<file path="src/rtl/store_pkg.sv">
// Shared types for the store formatting path: funct3 codes,
// FIFO entry layout and the idle write-enable pattern.
package store_pkg;

  localparam int STORE_ADDR_W = 16;
  localparam int WADDR_W      = STORE_ADDR_W - 2;

  localparam logic [3:0] WEB_IDLE = 4'hF;

  typedef enum logic [2:0] {
    STORE_SB = 3'b000,
    STORE_SH = 3'b001,
    STORE_SW = 3'b010
  } store_op_e;

  typedef struct packed {
    logic [3:0]         web;
    logic [WADDR_W-1:0] waddr;
    logic [31:0]        data;
  } store_entry_t;

endpackage

</file>
<file path="src/rtl/store_formatter_if.sv">
// Store request and data-memory write port bundle.
// master = request producer / memory model, slave = formatter.
interface store_formatter_if #(
  parameter int ADDR_W = 16
);

  logic              req_valid;
  logic              req_ready;
  logic [2:0]        req_funct3;
  logic [ADDR_W-1:0] req_addr;
  logic [31:0]       req_data;

  logic              mem_cs;
  logic [3:0]        mem_web;
  logic [ADDR_W-3:0] mem_addr;
  logic [31:0]       mem_di;
  logic              mem_stall;

  modport master (
    output req_valid, req_funct3, req_addr, req_data,
    input  req_ready,
    input  mem_cs, mem_web, mem_addr, mem_di,
    output mem_stall
  );

  modport slave (
    input  req_valid, req_funct3, req_addr, req_data,
    output req_ready,
    output mem_cs, mem_web, mem_addr, mem_di,
    input  mem_stall
  );

endinterface

</file>
<file path="src/rtl/store_fifo.sv">
// In-order FIFO of formatted store entries.
// DEPTH must be a power of two; pointers wrap naturally.
module store_fifo
  import store_pkg::*;
#(
  parameter int DEPTH = 2,
  localparam int PW   = $clog2(DEPTH)
) (
  input  logic         clk,
  input  logic         rst,
  input  logic         push,
  input  store_entry_t din,
  input  logic         pop,
  output store_entry_t dout,
  output logic         full,
  output logic         empty,
  output logic [PW:0]  count
);

  store_entry_t mem [DEPTH];
  logic [PW-1:0] wptr;
  logic [PW-1:0] rptr;

  always_ff @(posedge clk) begin
    if (push) mem[wptr] <= din;
  end

  always_ff @(posedge clk or negedge rst) begin
    if (!rst) begin
      wptr  <= '0;
      rptr  <= '0;
      count <= '0;
    end else begin
      if (push) wptr <= wptr + 1'b1;
      if (pop)  rptr <= rptr + 1'b1;
      unique case ({push, pop})
        2'b10:   count <= count + 1'b1;
        2'b01:   count <= count - 1'b1;
        default: count <= count;
      endcase
    end
  end

  assign dout  = mem[rptr];
  assign full  = (count == (PW+1)'(DEPTH));
  assign empty = (count == '0);

endmodule

</file>
<file path="src/rtl/store_formatter.sv">
// Store lane formatter: SB/SH/SW to byte lanes + active-low WEB.
// STORE_MISALIGN_TRAP_EN: reject misaligned SH/SW instead of aligning down.
module store_formatter
  import store_pkg::*;
#(
  parameter int ADDR_W = STORE_ADDR_W,
  parameter int DEPTH  = 2
) (
  input  logic              clk,
  input  logic              rst,
  store_formatter_if.slave  bus,
  output logic              err,
  output logic [7:0]        err_cnt
);

  localparam int PW = $clog2(DEPTH);

  store_entry_t ent;
  store_entry_t head;
  logic         is_sb, is_sh, is_sw;
  logic         misal, bad, accept, push, pop;
  logic         full, empty;
  logic [PW:0]  count;

  assign is_sb = (bus.req_funct3 == STORE_SB);
  assign is_sh = (bus.req_funct3 == STORE_SH);
  assign is_sw = (bus.req_funct3 == STORE_SW);
  assign misal = (is_sh && bus.req_addr[0]) ||
                 (is_sw && (bus.req_addr[1:0] != 2'b00));

`ifdef STORE_MISALIGN_TRAP_EN
  assign bad = !(is_sb || is_sh || is_sw) || misal;
`else
  logic unused_misal;
  assign unused_misal = misal;
  assign bad = !(is_sb || is_sh || is_sw);
`endif

  always_comb begin
    ent       = '0;
    ent.web   = WEB_IDLE;
    ent.waddr = bus.req_addr[ADDR_W-1:2];
    unique case (1'b1)
      is_sb: begin
        ent.data = {4{bus.req_data[7:0]}};
        ent.web  = ~(4'b0001 << bus.req_addr[1:0]);
      end
      is_sh: begin
        ent.data = {2{bus.req_data[15:0]}};
        ent.web  = bus.req_addr[1] ? 4'b0011 : 4'b1100;
      end
      is_sw: begin
        ent.data = bus.req_data;
        ent.web  = 4'b0000;
      end
      default: ;
    endcase
  end

  assign bus.req_ready = !full;
  assign accept        = bus.req_valid && !full;
  assign push          = accept && !bad;
  assign pop           = !empty && !bus.mem_stall;

  store_fifo #(.DEPTH(DEPTH)) u_fifo (
    .clk   (clk),
    .rst   (rst),
    .push  (push),
    .din   (ent),
    .pop   (pop),
    .dout  (head),
    .full  (full),
    .empty (empty),
    .count (count)
  );

  // Stale storage never reaches the port while the FIFO is empty.
  assign bus.mem_cs   = !empty;
  assign bus.mem_web  = empty ? WEB_IDLE : head.web;
  assign bus.mem_addr = empty ? '0 : head.waddr;
  assign bus.mem_di   = empty ? '0 : head.data;

  always_ff @(posedge clk or negedge rst) begin
    if (!rst) begin
      err     <= 1'b0;
      err_cnt <= '0;
    end else begin
      err <= accept && bad;
      if (accept && bad && (err_cnt != 8'hFF))
        err_cnt <= err_cnt + 8'd1;
    end
  end

endmodule

</file>
<file path="src/flat_wrapper.sv">
// flat-port wrapper written by rule: the top's interface ports become plain ports
module store_formatter_flat import store_pkg::*;
#(
  parameter int ADDR_W = STORE_ADDR_W,
  parameter int DEPTH  = 2
)
  (clk, rst, err, err_cnt, bus_req_valid, bus_req_funct3, bus_req_addr, bus_req_data, bus_req_ready, bus_mem_cs, bus_mem_web, bus_mem_addr, bus_mem_di, bus_mem_stall);
  store_formatter_if #(.ADDR_W(ADDR_W)) bus_i ();
  input  logic clk;
  input  logic rst;
  output logic err;
  output logic [7:0] err_cnt;
  input wire logic [$bits(bus_i.req_valid)-1:0] bus_req_valid;
  input wire logic [$bits(bus_i.req_funct3)-1:0] bus_req_funct3;
  input wire logic [$bits(bus_i.req_addr)-1:0] bus_req_addr;
  input wire logic [$bits(bus_i.req_data)-1:0] bus_req_data;
  output wire logic [$bits(bus_i.req_ready)-1:0] bus_req_ready;
  output wire logic [$bits(bus_i.mem_cs)-1:0] bus_mem_cs;
  output wire logic [$bits(bus_i.mem_web)-1:0] bus_mem_web;
  output wire logic [$bits(bus_i.mem_addr)-1:0] bus_mem_addr;
  output wire logic [$bits(bus_i.mem_di)-1:0] bus_mem_di;
  input wire logic [$bits(bus_i.mem_stall)-1:0] bus_mem_stall;
  assign bus_i.req_valid = bus_req_valid;
  assign bus_i.req_funct3 = bus_req_funct3;
  assign bus_i.req_addr = bus_req_addr;
  assign bus_i.req_data = bus_req_data;
  assign bus_req_ready = bus_i.req_ready;
  assign bus_mem_cs = bus_i.mem_cs;
  assign bus_mem_web = bus_i.mem_web;
  assign bus_mem_addr = bus_i.mem_addr;
  assign bus_mem_di = bus_i.mem_di;
  assign bus_i.mem_stall = bus_mem_stall;
  store_formatter #(.ADDR_W(ADDR_W), .DEPTH(DEPTH)) u_core (.clk(clk), .rst(rst), .bus(bus_i), .err(err), .err_cnt(err_cnt));
endmodule
</file>
<file path="config.mk">
export PLATFORM = sky130hd
export DESIGN_NAME = store_formatter_flat
export DESIGN_NICKNAME = d
export VERILOG_FILES = /design/src/rtl/store_pkg.sv /design/src/rtl/store_formatter_if.sv /design/src/rtl/store_fifo.sv /design/src/rtl/store_formatter.sv /design/src/flat_wrapper.sv
export SDC_FILE = /design/constraint.sdc
export NUM_CORES = 1
export LEC_CHECK = 0
export CAP_MARGIN = 5
export CORE_MARGIN = 8
export CORE_UTILIZATION = 55
export DETAILED_ROUTE_END_ITERATION = 8
export DONT_BUFFER_PORTS = 1
export GPL_TIMING_DRIVEN = 0
export PLACE_DENSITY = 0.68
export RECOVER_POWER = 100
export SETUP_SLACK_MARGIN = 0.2
export SYNTH_ARGS = -nofsm -noshare
export SYNTH_HDL_FRONTEND = slang
export SYNTH_SLANG_ARGS = --single-unit
</file>
<file path="constraint.sdc">
create_clock -name clk -period 3.8 [get_ports clk]
set_input_delay 0.38 -clock clk [delete_from_list [all_inputs] [get_ports clk]]
set_output_delay 0.38 -clock clk [all_outputs]
set_load 0.01 [all_outputs]
</file>
Yosys cells after proc, flatten, opt, wreduce, memory -nomap -nowiden
Memories as Yosys holds them, arrays and structs flattened.
Cells that the tools add are included.
Widths: inputs -> output; s select.
- flip-flop bits (word level): 13
- bits in latches: 0
- RAM bits: 100
- ROM bits: 0
- input port bits: 55
- output and inout bits: 61
- word-level logic and storage cells: 42
- memories: 1
- memory list (memory ; depth ; bits a word ; rd ports ; clocked after memory_dff ; write ports ; line ; source):
    u_core.u_fifo.mem ; 2 ; 50 ; 1 ; 0 ; 1 ; store_fifo.sv:20 ; store_entry_t mem [DEPTH];
- add/subtract/negate cells: 5
- $mul: 0
- divide/modulo/power cells: 0
- magnitude comparators: 0
- eq/ne operators: 6
- shift operators: 1
- mux-type cells: 9
- bitwise logic cells: 1
- reduce and logical (&&, ||, !) cells: 14
- operator list (operator ; number):
    $pmux 32 s3 ; 1
    $mux 32 ; 1
    $mux 14 ; 1
    $pmux 4 s3 ; 1
    $add 8x1->8 const B ; 1
    $mux 4 ; 2
    $ne 8x8->1 const B ; 1
    $logic_and 1x1->1 ; 5
    $eq 2x2->1 const B ; 2
    $logic_not 1->1 ; 4
    $not 4->4 ; 1
    $pmux 2 s2 ; 1
    $shl 1x2->4 const A ; 1
    $eq 3x1->1 const B ; 1
    $eq 3x2->1 const B ; 1
    $logic_not 3->1 ; 1
    $add 1x1->1 const B ; 2
    $add 2x1->2 const B ; 1
    $eq 2x1->1 const B ; 1
    $logic_not 2->1 ; 1
    $logic_or 1x1->1 ; 2
    $mux 1 ; 2
    $reduce_bool 2->1 ; 1
    $sub 2x1->2 const B ; 1

Longest topological paths before layout
- depth after elaboration: 6
- depth in mapped cells: 7
- gate-level depth less buffers: 7

Hierarchy
Synthesis repeated with hierarchy kept, for this count alone.
- cell total of the unflattened synthesis: 376
- area, all modules: 5461.5 um^2
- modules (own cells, without submodules) (module ; times used ; cells an instance ; area each (um^2) ; seq. area each (um^2)):
    store_fifo ; 1 ; 172 ; 4045.1 ; 3103.0
    store_formatter ; 1 ; 204 ; 1416.4 ; 225.2

Least setup slack after synthesis
OpenSTA, ideal clock, no wires.
- path kind: input -> register
- start point: in bus_req_funct3[2]
- end point: mem u_core.u_fifo.mem[0][0] (netlist bit) (enable)
- setup time: 0.458 ns
- data arrival time: 2.969 ns
- data required time: 3.342 ns
- slack: 0.373 ns
- stages on the path: 4
- buffers on the path: 1
- path through: buf_2 -> a21oi_4 -> nand3_1 -> nor2_1
- longest elaborated chain between the ends: 6
- RTL lines (what ; line ; source):
    from (decl) ; flat_wrapper.sv:14 ; input wire logic [$bits(bus_i.req_funct3)-1:0] bus_req_funct3;
    $eq 3x1->1 or $logic_not 3->1 (tied branches) ; store_formatter.sv:26, store_formatter.sv:25 ;
    $logic_or 1x1->1 ; store_formatter.sv:36 ; assign bad = !(is_sb || is_sh || is_sw);
    $logic_or 1x1->1 * ; store_formatter.sv:36 ;
    $logic_and 1x1->1 * ; store_formatter.sv:62 ; assign push = accept && !bad;
    $mux 1 * ; store_fifo.sv:25 ; if (push) mem[wptr] <= din;
    $mux 1 (not written as such) * ; store_fifo.sv:25 ;
    to (decl) ; store_fifo.sv:20 ;
Every way passes the cells marked *; elsewhere a longest branch is shown, timed or not.

Final worst setup path
- start point: reg u_core.u_fifo.count[1]
- end point: mem u_core.u_fifo.mem[0][39] (netlist bit) (enable)
- longest elaborated chain between the ends: 6
- RTL lines (what ; line ; source):
    from (decl) ; store_fifo.sv:17 ; output logic [PW:0] count
    from (signal assigned) ; store_fifo.sv:37 ; 2'b10: count <= count + 1'b1;
    from (signal assigned) ; store_fifo.sv:38 ; 2'b01: count <= count - 1'b1;
    from (signal assigned) ; store_fifo.sv:39 ; default: count <= count;
    $eq 2x2->1 ; store_fifo.sv:45 ; assign full = (count == (PW+1)'(DEPTH));
    $logic_not 1->1 ; -- ;
    via bus_req_ready ; flat_wrapper.sv:17 ; output wire logic [$bits(bus_i.req_ready)-1:0] bus_req_ready;
    $logic_and 1x1->1 ; store_formatter.sv:61 ; assign accept = bus.req_valid && !full;
    $logic_and 1x1->1 ; store_formatter.sv:62 ;
    $mux 1 ; store_fifo.sv:25 ;
    $mux 1 (not written as such) ; store_fifo.sv:25 ;
The timed path passes the listed nets, and every way through them passes these cells.

==> flow_metrics.tcl <==
set metrics [dict create \
    outcome "finished clean" \
    dp_hpwl_um 7950 \
    via_per_inst 5.67 \
    fmax_ghz 0.323 \
    finalHoldViolCount 0 \
    ys_warn_count 0 \
    cp-start-kind "register" \
    ff_latch_area_mm2 0.00333 \
    r2r-end "u_core.u_fifo.mem[0][39]" \
    start_util 0.569 \
    ys_ff_latch 113 \
    synthAdderAreaFrac 0.00504 \
    fin_area_mm2 0.00595 \
    slew_headroom 0.0395 \
    drcViolationCount 0 \
    p_clk_frac 0.383 \
    grt_pass1_wl_um 17800 \
    cts_root_buf "clkbuf_8" \
    diodes 0 \
    nFillCells 625 \
    num_rows 34 \
    synth_cell_types 35 \
    leakagePower_nw 2.26 \
    async_reset_ff_frac 0.115 \
    post_cts_buffers 0 \
    postPlaceCellArea_mm2 0.00523 \
    path_clk_slew_ns 0.06 \
    numCtsBuffers 17 \
    first_global_vias 3304 \
    internal_power_mw 3.11 \
    seqPwrFrac 0.362 \
    nNetsFinal 476 \
    synth_compound_area_frac 0.0640 \
    tightestPinTransition_ns 1.44 \
    seq_area_frac_synth 0.670 \
    drive_above_1_share 0.0880 \
    switchingPower_mw 1.42 \
    multi_input_area_mm2 0.00148 \
    antenna_found_initial 0 \
    rr_startpoint "u_core.u_fifo.count[1]" \
    place.gp.congestion 0.826 \
    vias 3061 \
    boundaryPins 116 \
    synth-simple-area-share 0.113 \
    routed_wl_um 11300 \
    insertion_delay_ns 0.51 \
    yosysTopAreaCell "edfxtp_1" \
    drtIter0Drc 191 \
    synth_xor_area_frac 0.0141 \
    synth_top_area_share 0.605 \
    fin_crit_sh 0.815 \
    synth.most_common_cell "edfxtp_1" \
    cp_data_arrival_time_ns 3.24 \
    synthMuxAreaShare 0.108 \
    synth_area_mm2 0.00496 \
    hold_depth 2 \
    synth_nets 438 \
    cts.sinks 113 \
    ys.flop_type "edfxtp_1" \
    cts_tree "done" \
    synth.area.top_cells "edfxtp_1 (60%), mux2i_1 (10%), dfrtp_1 (6.6%)" \
    reg2reg_slack_ns 0.70 \
    finalWorstSetupSlack_ns 0.702 \
    hp-class "input port to register" \
    pre_cts_ws_ns 1.53 \
    hold_start "bus_mem_stall" \
    crit_path_end_kind "register" \
    h-tree-depth 4 \
    routedWlPerCell_um 21.0 \
    whs_endpoint "u_core.u_fifo.rptr" \
    critical_path_class "register to register" \
    rr_worst_depth 6 \
    grt_max_degree 21 \
    finalClockSkew_ns 0.00667 \
    dieHeight_um 111 \
    dieArea_mm2 0.0123 \
    power_density_mw_per_mm2 761 \
    swShare 0.314 \
    port_buffers 0 \
    power.share.combinational 0.255 \
    yosys-top-cells-count "edfxtp_1 (100), nor2_1 (80), mux2i_1 (50), a21oi_1 (31), nand2_1 (15)" \
    worstPathRequired_ns 3.94 \
    synthCells 381 \
    clockBufferDepth 2 \
    die_x_um 111 \
    rsz0062_at_grt "false" \
    tns_ns 0 \
    synth_edf_count 100 \
    critPathMaxFanout 20 \
    track_usage 0.186 \
    ir_worst_vdd_mv 0.359 \
    maxCapViolations 0 \
    startpoint "u_core.u_fifo.count[1]" \
    slew_viol_final 0 \
    avgSynthCellArea_um2 13.0 \
    dr.pass1.iters 5 \
    finalSetupViolations 0 \
    min_period_ns 3.10 \
    synthToLayoutAreaGrowth_pct 19.8 \
    coreArea_mm2 0.00872 \
    overflow 0 \
    antenna_left 0 \
    synth_top_family_by_area "simple AND/OR/NAND/NOR gates" \
]
==> power groups by stage <==
stage	Sequential (mW)	Clock, mW	Combinational, mW
after floorplan	1.65	0	0.886
after global placement	1.67	0	1.11
after detailed placement	1.66	0	1.18
after CTS	1.64	1.76	1.20
after global routing	1.66	1.81	1.27
final	1.64	1.74	1.16
==> placed cells by master, fill, tap and decap left out, types with 4 or more instances in the layout <==
master | Yosys | layout
a21oi_1 | 31 | 32
a2bb2oi_1 | 10 | 10
and2_0 | 0 | 8
bufinv_16 | 0 | 6
clkbuf_1 | 11 | 22
clkbuf_16 | 0 | 16
dfrtp_1 | 13 | 13
dlygate4sd3_1 | 0 | 15
edfxtp_1 | 100 | 100
inv_1 | 6 | 6
mux2i_1 | 50 | 50
nand2_1 | 15 | 15
nand3_1 | 4 | 4
nor2_1 | 80 | 80
nor2b_1 | 7 | 7
o21ai_0 | 4 | 4
xnor2_1 | 4 | 4
xor2_1 | 4 | 4
==> sequential cells by signal (all words and copies together), names as in the netlist <==
| signal | cells |
|---|---|
| u_core.u_fifo.mem | 100 |
| u_core.err_cnt | 8 |
| u_core.u_fifo.count | 2 |
| u_core.err | 1 |
| u_core.u_fifo.rptr | 1 |
| u_core.u_fifo.wptr | 1 |
==> final cells by class <==
cell class              count  area share
clock buffers              18      0.0702
inverters                   6     0.00379
plain buffers              23      0.0149
clock inverters            14      0.0400
repair buffers             19      0.0400
well taps                 108      0.0227
multi-input cells         239       0.249
flip-flops and latches    113       0.559
==> per-stage QoR <==
| stage | utilization | hold WS, ns | std cells | total power [mW] |
|---|---|---|---|---|
| after detailed placement | 0.599 | 0.0847 | 493 | 2.84 |
| after global routing | 0.682 | 0.0989 | 540 | 4.74 |
| after floorplan | - | 0.0844 | 381 | 2.53 |
| final | 0.682 | 0.0896 | 540 | 4.53 |
| after CTS | 0.692 | 0.0687 | 540 | 4.60 |
| after global placement | 0.585 | 0.0847 | 489 | 2.78 |
==> repair_timing <==
action / CTS / global route
endpoints found under the hold margin: 41 / 0
endpoints found under the setup margin: 0 / 0
gates resized for setup: 0 / 0
hold buffers: 15 / 0
==> metal layers <==
metal / routed length [µm] / GRT usage
met3: 1140 / 0.0877
met4: 149 / 0.0747
met5: 0 / 0
met1: 4530 / 0.215
met2: 5500 / 0.293
==> worst max path at each step <==
stage | cells after the start | slack (ns) | endpoint
final | 6 | 0.70 | u_core.u_fifo.mem[0][39]
after global routing | 6 | 0.49 | u_core.u_fifo.mem[0][39]
after CTS | 4 | 1.07 | bus_mem_di[15]
after detailed placement | 6 | 1.53 | u_core.u_fifo.mem[1][24]
after global placement | 4 | -0.92 | u_core.u_fifo.mem[1][32]
after floorplan | 4 | 0.37 | u_core.u_fifo.mem[0][0]
==> cell families after synthesis <==
group	Yosys count
fa+ha+maj	2
flops	113
buf+inv	29
mux	53
simple gates	126
compound gates	50
xor+xnor	8
==> worst max-delay path: stages (launching register included) <==
cell and delay (ns):
dfrtp_1 0.41, nor2b_1 0.17, inv_1 0.14, nand3_1 0.18, nor2_1 1.10, buf_16 0.25
clkbuf_2 0.48
Note: power is estimated with default switching activity, not from simulation.
